`src/rtl/data_mem_responder.sv`:
```
// Handshaked data-memory responder: latches a load/store request, waits a fixed
// number of cycles, then commits the store or returns the aligned word with a one-cycle ack.
module data_mem_responder #(
   parameter int DEPTH_WORDS = 64,
   parameter int WAIT_CYCLES = 2
) (
   input  logic        clk,
   input  logic        rst,
   input  logic        req,
   input  logic        we,
   input  logic [1:0]  save_method,
   input  logic [31:0] addr,
   input  logic [31:0] wdata,
   output logic [31:0] rdata,
   output logic        ack,
   output logic        err,
   output logic        busy
);

   localparam int IDX_W = (DEPTH_WORDS > 1) ? $clog2(DEPTH_WORDS) : 1;

   localparam logic [1:0] S_IDLE = 2'd0;
   localparam logic [1:0] S_WAIT = 2'd1;
   localparam logic [1:0] S_RESP = 2'd2;

   logic [1:0]  state;
   logic [3:0]  cnt;
   logic        q_we;
   logic [1:0]  q_sm;
   logic [31:0] q_addr;
   logic [31:0] q_wdata;

   logic [31:0] mem [DEPTH_WORDS];

   logic        cur_we;
   logic [1:0]  cur_sm;
   logic [31:0] cur_addr;
   logic [31:0] cur_wdata;
   logic        bad;
   logic [3:0]  be;
   logic [31:0] wd;
   logic        go_resp;
   logic [IDX_W-1:0] idx;

   // With zero wait states RESP is entered straight from IDLE, so the live
   // inputs are the request; otherwise the latched copy is.
   always_comb begin
      cur_we    = q_we;
      cur_sm    = q_sm;
      cur_addr  = q_addr;
      cur_wdata = q_wdata;
      if (state == S_IDLE) begin
         cur_we    = we;
         cur_sm    = save_method;
         cur_addr  = addr;
         cur_wdata = wdata;
      end
   end

   always_comb begin
      bad = 1'b0;
      be  = 4'b0000;
      wd  = cur_wdata;
      case (cur_sm)
         2'b00: begin
            be = 4'b0001 << cur_addr[1:0];
            wd = {4{cur_wdata[7:0]}};
         end
         2'b01: begin
            be  = cur_addr[1] ? 4'b1100 : 4'b0011;
            wd  = {2{cur_wdata[15:0]}};
            bad = cur_addr[0];
         end
         2'b10: begin
            be  = 4'b1111;
            bad = (cur_addr[1:0] != 2'b00);
         end
         default: bad = 1'b1;
      endcase
      if ({2'b00, cur_addr[31:2]} >= 32'(DEPTH_WORDS))
         bad = 1'b1;
   end

   assign idx     = cur_addr[IDX_W+1:2];
   assign go_resp = ((state == S_IDLE) && req && (WAIT_CYCLES == 0)) ||
                    ((state == S_WAIT) && (cnt == 4'd0));

   always_ff @(posedge clk or negedge rst) begin
      if (!rst) begin
         state   <= S_IDLE;
         cnt     <= 4'd0;
         q_we    <= 1'b0;
         q_sm    <= 2'b00;
         q_addr  <= 32'd0;
         q_wdata <= 32'd0;
         busy    <= 1'b0;
         ack     <= 1'b0;
         err     <= 1'b0;
         rdata   <= 32'd0;
      end else begin
         ack <= go_resp;
         err <= go_resp & bad;
         if (go_resp)
            rdata <= bad ? 32'd0 : mem[idx];
         case (state)
            S_IDLE: begin
               if (req) begin
                  q_we    <= we;
                  q_sm    <= save_method;
                  q_addr  <= addr;
                  q_wdata <= wdata;
                  busy    <= 1'b1;
                  if (WAIT_CYCLES == 0) begin
                     state <= S_RESP;
                  end else begin
                     cnt   <= 4'(WAIT_CYCLES - 1);
                     state <= S_WAIT;
                  end
               end
            end
            S_WAIT: begin
               if (cnt == 4'd0)
                  state <= S_RESP;
               else
                  cnt <= cnt - 4'd1;
            end
            S_RESP: begin
               state <= S_IDLE;
               busy  <= 1'b0;
            end
            default: state <= S_IDLE;
         endcase
      end
   end

   // Array has no reset; contents stay undefined until written.
   always_ff @(posedge clk) begin
      if (go_resp && cur_we && !bad) begin
         for (int b = 0; b < 4; b++)
            if (be[b])
               mem[idx][8*b +: 8] <= wd[8*b +: 8];
      end
   end

endmodule

```
`config.mk`:
```
export PLATFORM = sky130hd
export DESIGN_NAME = data_mem_responder
export DESIGN_NICKNAME = d
export VERILOG_FILES = /design/src/rtl/data_mem_responder.sv
export SDC_FILE = /design/constraint.sdc
export NUM_CORES = 2
export LEC_CHECK = 0
export BUFFER_PORTS_ARGS = -buffer_cell sky130_fd_sc_hd__buf_2
export CORE_UTILIZATION = 40
export CTS_CLUSTER_DIAMETER = 80
export DETAILED_ROUTE_END_ITERATION = 12
export GPL_ROUTABILITY_DRIVEN = 0
export PLACE_DENSITY = 0.59
export SLEW_MARGIN = 20
export SYNTH_ARGS = -nofsm -noshare
export SYNTH_HDL_FRONTEND = slang
export SYNTH_SLANG_ARGS = --single-unit
```
`constraint.sdc`:
```
create_clock -name clk -period 16.3 [get_ports clk]
set_input_delay 2.445 -clock clk [delete_from_list [all_inputs] [get_ports clk]]
set_output_delay 2.445 -clock clk [all_outputs]
set_load 0.005 [all_outputs]
```
# == Word level (Yosys, flattened, before mapping) ==
# Memories as Yosys holds them, arrays and structs flattened.
# Index checks and enable logic that the tools add are counted.
# totals
in_bits,70
ff_bits,108
ramBits,2048
latch_bits,0
romBits,0
mem_count,1
# memory_table
memory,depth,word_bits,read_ports,rd_clocked_by_memory_dff,wr,line_no,text
mem,64,32,1,0,1,33,logic [31:0] mem [DEPTH_WORDS];
# classes
n_eq_ne,7
add_sub_neg,1
n_mux,30
bitwise,1
n_shift,1
div,0
order_cmp,1
mul,0
reduce_logical,14
# ops
cell,count
2-to-1 mux 32 bit,3
one-hot mux 32 bit (2 select lines),1
"greater-or-equal comparator 30 x 7 -> 1 bit, second input constant",1
2-to-1 mux 1 bit,15
2-to-1 mux 4 bit,3
one-hot mux 4 bit (3 select lines),1
one-hot mux 4 bit (2 select lines),1
2-to-1 mux 2 bit,3
AND reduction 2 bit,3
nonzero test 2 bit,3
"equality test 2 x 1 -> 1 bit, second input constant",2
"equality test 2 bit, second input constant",2
zero test 2 bit,2
zero test 4 bit,1
"!= test 2 bit, second input constant",2
one-hot mux 2 bit (2 select lines),1
"left shift 1 x 2 -> 4 bit, first input constant",1
"subtractor 4 x 1 -> 4 bit, second input constant",1
logical AND 1 bit,3
one-hot mux 1 bit (3 select lines),1
AND reduction 3 bit,1
"!= test 2 x 1 -> 1 bit, second input constant",1
one-hot mux 1 bit (2 select lines),1
bitwise AND 1 bit,1
zero test 1 bit,1

# == Depth between registers and ports, before layout ==
# logic_depth
word_depth,9
depth_mapped,13
mapped_depth_nobuf,9

# == Worst setup path after synthesis ==
# Ideal clock, no wire load.
# synth_path
kind,input port to flip-flop
start,in wdata[3]
end,mem mem[0][27] (data pin)
stages,4
path_buffers,0
setup_time_ns,0.702
required_ns,15.598
t_arrival_ns,6.042
path_slack_ns,9.556
path_cell_list,nand2_1 -> nand2_1 -> a21oi_1 -> o21ai_0
# synth_between
elab_chain_cells,2
# synth_rtl
element,line_no,text
start: declaration,13,"input logic [31:0] wdata,"
2-to-1 mux 32 bit,52,if (state == S_IDLE) begin
via cur_wdata[3],38,logic [31:0] cur_wdata;
one-hot mux 32 bit (2 select lines),64,case (cur_sm)
via wd[27],41,logic [31:0] wd;
end: declaration,33,
# The timed path passes the listed nets, and every way through them passes these cells.

# == Worst setup path in the final report ==
# layout_path
start,in save_method[1]
end,"mem mem[39][12], enable pin"
# layout_between
elab_chain_cells,8
word_cells_on_any_way,12
# layout_rtl
element,line_no,text
start: declaration,11,"input logic [1:0] save_method,"
2-to-1 mux 2 bit (*),52,
equality test 2 bit (tied with other cells),64,
one-hot mux 1 bit (3 select lines),64,
2-to-1 mux 1 bit,80,"if ({2'b00, cur_addr[31:2]} >= 32'(DEPTH_WORDS))"
zero test 1 bit,138,if (go_resp && cur_we && !bad) begin
logical AND 1 bit,138,
2-to-1 mux 1 bit (*),138,
2-to-1 mux 1 bit (implied by the code) (*),141,mem[idx][8*b +: 8] <= wd[8*b +: 8];
# Mark *: on every way between the ends. The rest lies on a longest branch, timed or not.

==> results_dict.tcl <==
set metrics [dict create \
    peakVddDrop_uv 269 \
    ys_async_sr_fraction_pct 5.01 \
    layout_common_cells "2048 x edfxtp_1, 928 x nand2_1, 225 x nand3_1, 215 x clkbuf_16, 203 x o22ai_1" \
    cts_tree "built" \
    grt_max_degree 128 \
    clk_latency_ps 860 \
    crit_chain "buf_2 > a21o_2 > o22ai_2 > nand4_4 > nor4_4 > nand2_4 > nor3_1" \
    area_growth_pct 12.7 \
    fin_crit_ps 6410 \
    cts.sinks 2156 \
    instances_no_fill 8630 \
    critPathTopFamily "simple AND/OR/NAND/NOR gates" \
    dieWidth_microns 462 \
    synthMuxAreaShare_pct 3.29 \
    grt_first_pass_wirelength_microns 378000 \
    drive_above_1_share_pct 14.6 \
    dr_total_vias 52900 \
    ff_latch_area_sq_um 64200 \
    rr_endpoint "mem[39][12]" \
    path_max_fanout 64 \
    place_inst 8234 \
    final_common_cell "edfxtp_1" \
    path_buf_inv 1 \
    drtAntennaViolNets 0 \
    nNetsFinal 5713 \
    crit_arrival_ps 6880 \
    setup_viol 0 \
    yosys.area_share.simple_pct 9.75 \
    drc_errors 0 \
    critPathRequiredTime_ps 16770 \
    hpwl_microns 150000 \
    leakagePower_nw 30.3 \
    synth_warnings 0 \
    crit_path_end_kind "flop" \
    fin_util_pct 45.4 \
    reg2regPathDepth 9 \
    synth_top_area_share_pct 72.8 \
    synth_compound_area_share_pct 8.56 \
    die-area_sq_um 213000 \
    drt_wl_total_microns 265000 \
    fmax_ghz 0.156 \
    antenna_found_initial 11 \
    maxSlewHeadroom_pct 19.2 \
    postCtsSetupBuffers 0 \
    tightest_slew_ps 1180 \
    multi_input_area_sq_um 19200 \
    placed_area_sq_um 88200 \
    worstHoldStart "rdata[5]" \
    drt-pass1-iter-count 7 \
    worstSetupPathType "in -> reg" \
    synth_xor_area_share_pct 0.0207 \
    syn_inst 5609 \
    die_y_microns 462 \
    clock_skew_ps 30.1 \
    ctsHoldBuffers 0 \
    min_path_cells 1 \
    cts_buffers 210 \
    ys.flop_type "edfxtp_1" \
    avgSynthCellArea_sq_um 15.1 \
    synth_area_sq_um 84500 \
    grt_setup_unrepaired "no" \
    synth_seq_cells 2156 \
    grt_pass1_vias 50900 \
    clockBufferDepth 3 \
    outcome "complete, no violations" \
    grt.total_usage_pct 24.6 \
    start_kind "input port" \
    drt_iter0_markers 6828 \
    synthDistinctLibCells 84 \
    row_count 168 \
    coreArea_sq_um 210000 \
    io_buffers 104 \
    routed_via_density 6.13 \
    synth_edf_count 2048 \
    synth_top_family_by_area "simple AND/OR/NAND/NOR gates" \
    min_path_type "reg -> reg" \
    fin_crit_sh_pct 39.3 \
    r2r_slack_ps 10490 \
    maxCapViolations 0 \
    maxSlewViolCount 0 \
    critPathMaxStageDelay_ps 1150 \
    hold_slack_ps 493 \
    grt.overflow.total 0 \
    synth_area_leaders "edfxtp_1 73%, nand2_1 4.2%, dfrtp_1 3.2%, mux2i_1 2.2%, o22ai_1 1.5%" \
    reg2reg_from "state[1]" \
    fillerInstances 18400 \
    wl_per_cell_microns 30.7 \
    power.density_nw_per_um2 213 \
    syn-num-nets 5681 \
    fin_setup_tns_ps 0 \
    yosysTopAreaCell "edfxtp_1" \
    crit_slowest_cell "nor3_1" \
    root_buffer "clkbuf_16" \
    ys_seq_area_share_pct 76.0 \
    holdPathEnd "rdata[5]" \
    path_clk_slew_ps 60 \
    finalInstanceArea_sq_um 95200 \
    ctsHtreeMaxLevel 4 \
    hold_viol_final 0 \
    start_util_pct 40.3 \
    cts_resized 0 \
    ios 105 \
    synthAdderAreaFrac_pct 0.0296 \
]
[worst max-delay path by stage]
stage               cells past startpoint           start  slack [ps]           to
floorplan                               4        wdata[3]        9560   mem[0][27]
global placement                        7  save_method[1]        9230   mem[3][10]
detailed placement                      7  save_method[1]        9160  mem[28][25]
CTS                                     7  save_method[1]       10050   mem[3][13]
global route                            7  save_method[1]        9800   mem[9][13]
finish                                  7  save_method[1]        9890  mem[39][12]
[layer usage]
metal / routed length, microns / GRT usage [%]
met2: 122000 / 38.1
met1: 107000 / 34.5
met3: 26600 / 4.93
met5: 10 / 0
met4: 9690 / 8.79
[through the flow]
stage | setup WS [ps] | total power (W)
CTS | 10050 | 0.0202
finish | 9890 | 0.0203
global placement | 9230 | 0.0155
global route | 9800 | 0.0208
detailed placement | 9160 | 0.0155
floorplan | 9560 | 0.0120
[worst register-to-register path, cell delays in order, from the launching register on]
cell and delay (ps):
dfrtp_1 320, buf_4 340, nor2_4 80, buf_4 270, a21o_2 620, o22ai_2 450
nand4_4 330, nor4_4 930, nand2_4 850, nor3_1 1230
[where the power goes]
part	total [W]	leakage [nW]	internal, W	switching [W]
combinational	0.00765	7.21	0.00158	0.00607
clock	0.00474	3.27	0.00265	0.00209
sequential	0.00789	19.8	0.00781	0.0000834
total	0.0203	30.3	0.0120	0.00825
[synthesized netlist by cell type, types with 28 or more instances]
| cell type | number |
|---|---|
| nand3_1 | 225 |
| mux2i_1 | 188 |
| dfrtp_1 | 108 |
| o221ai_1 | 41 |
| buf_1 | 61 |
| o22ai_1 | 203 |
| o21ai_0 | 38 |
| o22a_1 | 70 |
| edfxtp_1 | 2048 |
| mux2_2 | 76 |
| buf_2 | 163 |
| clkbuf_1 | 152 |
| nor3_2 | 60 |
| a31oi_1 | 158 |
| nor3_1 | 174 |
| nor2_1 | 197 |
| and3_1 | 50 |
| or3_1 | 29 |
| nand4_1 | 30 |
| a21oi_1 | 43 |
| nand2_1 | 943 |
| a32oi_1 | 110 |
| o31ai_1 | 28 |
| a211oi_1 | 40 |
| a32o_1 | 50 |
| nor4_1 | 38 |
[logic make-up (layout without fill, tap and decap cells)]
group,after synthesis,count (layout)
flip-flops,2156,2156
AND/OR/NAND/NOR,1799,1799
AO/OA/AOI/OAI,960,960
buffers and inverters,424,633
multiplexers,266,266
adder cells (fa/ha/maj),2,2
XOR/XNOR,2,2
other,0,7
[state kept, by name (all words and copies together) (netlist names)]
name / cells
mem: 2048
q_addr: 32
busy: 1
q_wdata: 32
rdata: 32
state: 2
q_we: 1
ack: 1
err: 1
cnt: 4
q_sm: 2
[area by class of cell]
| type | count | share of cell area [%] |
|---|---|---|
| Clock buffer | 271 | 6.02 |
| Clock inverter | 118 | 0.958 |
| Tap cell | 2805 | 3.69 |
| Inverter | 11 | 0.0434 |
| Multi-Input combinational cell | 3029 | 20.2 |
| Sequential cell | 2156 | 67.5 |
| Timing Repair Buffer | 233 | 1.66 |
| Antenna cell | 7 | 0.0184 |
Power figures use the tool's default switching activity.
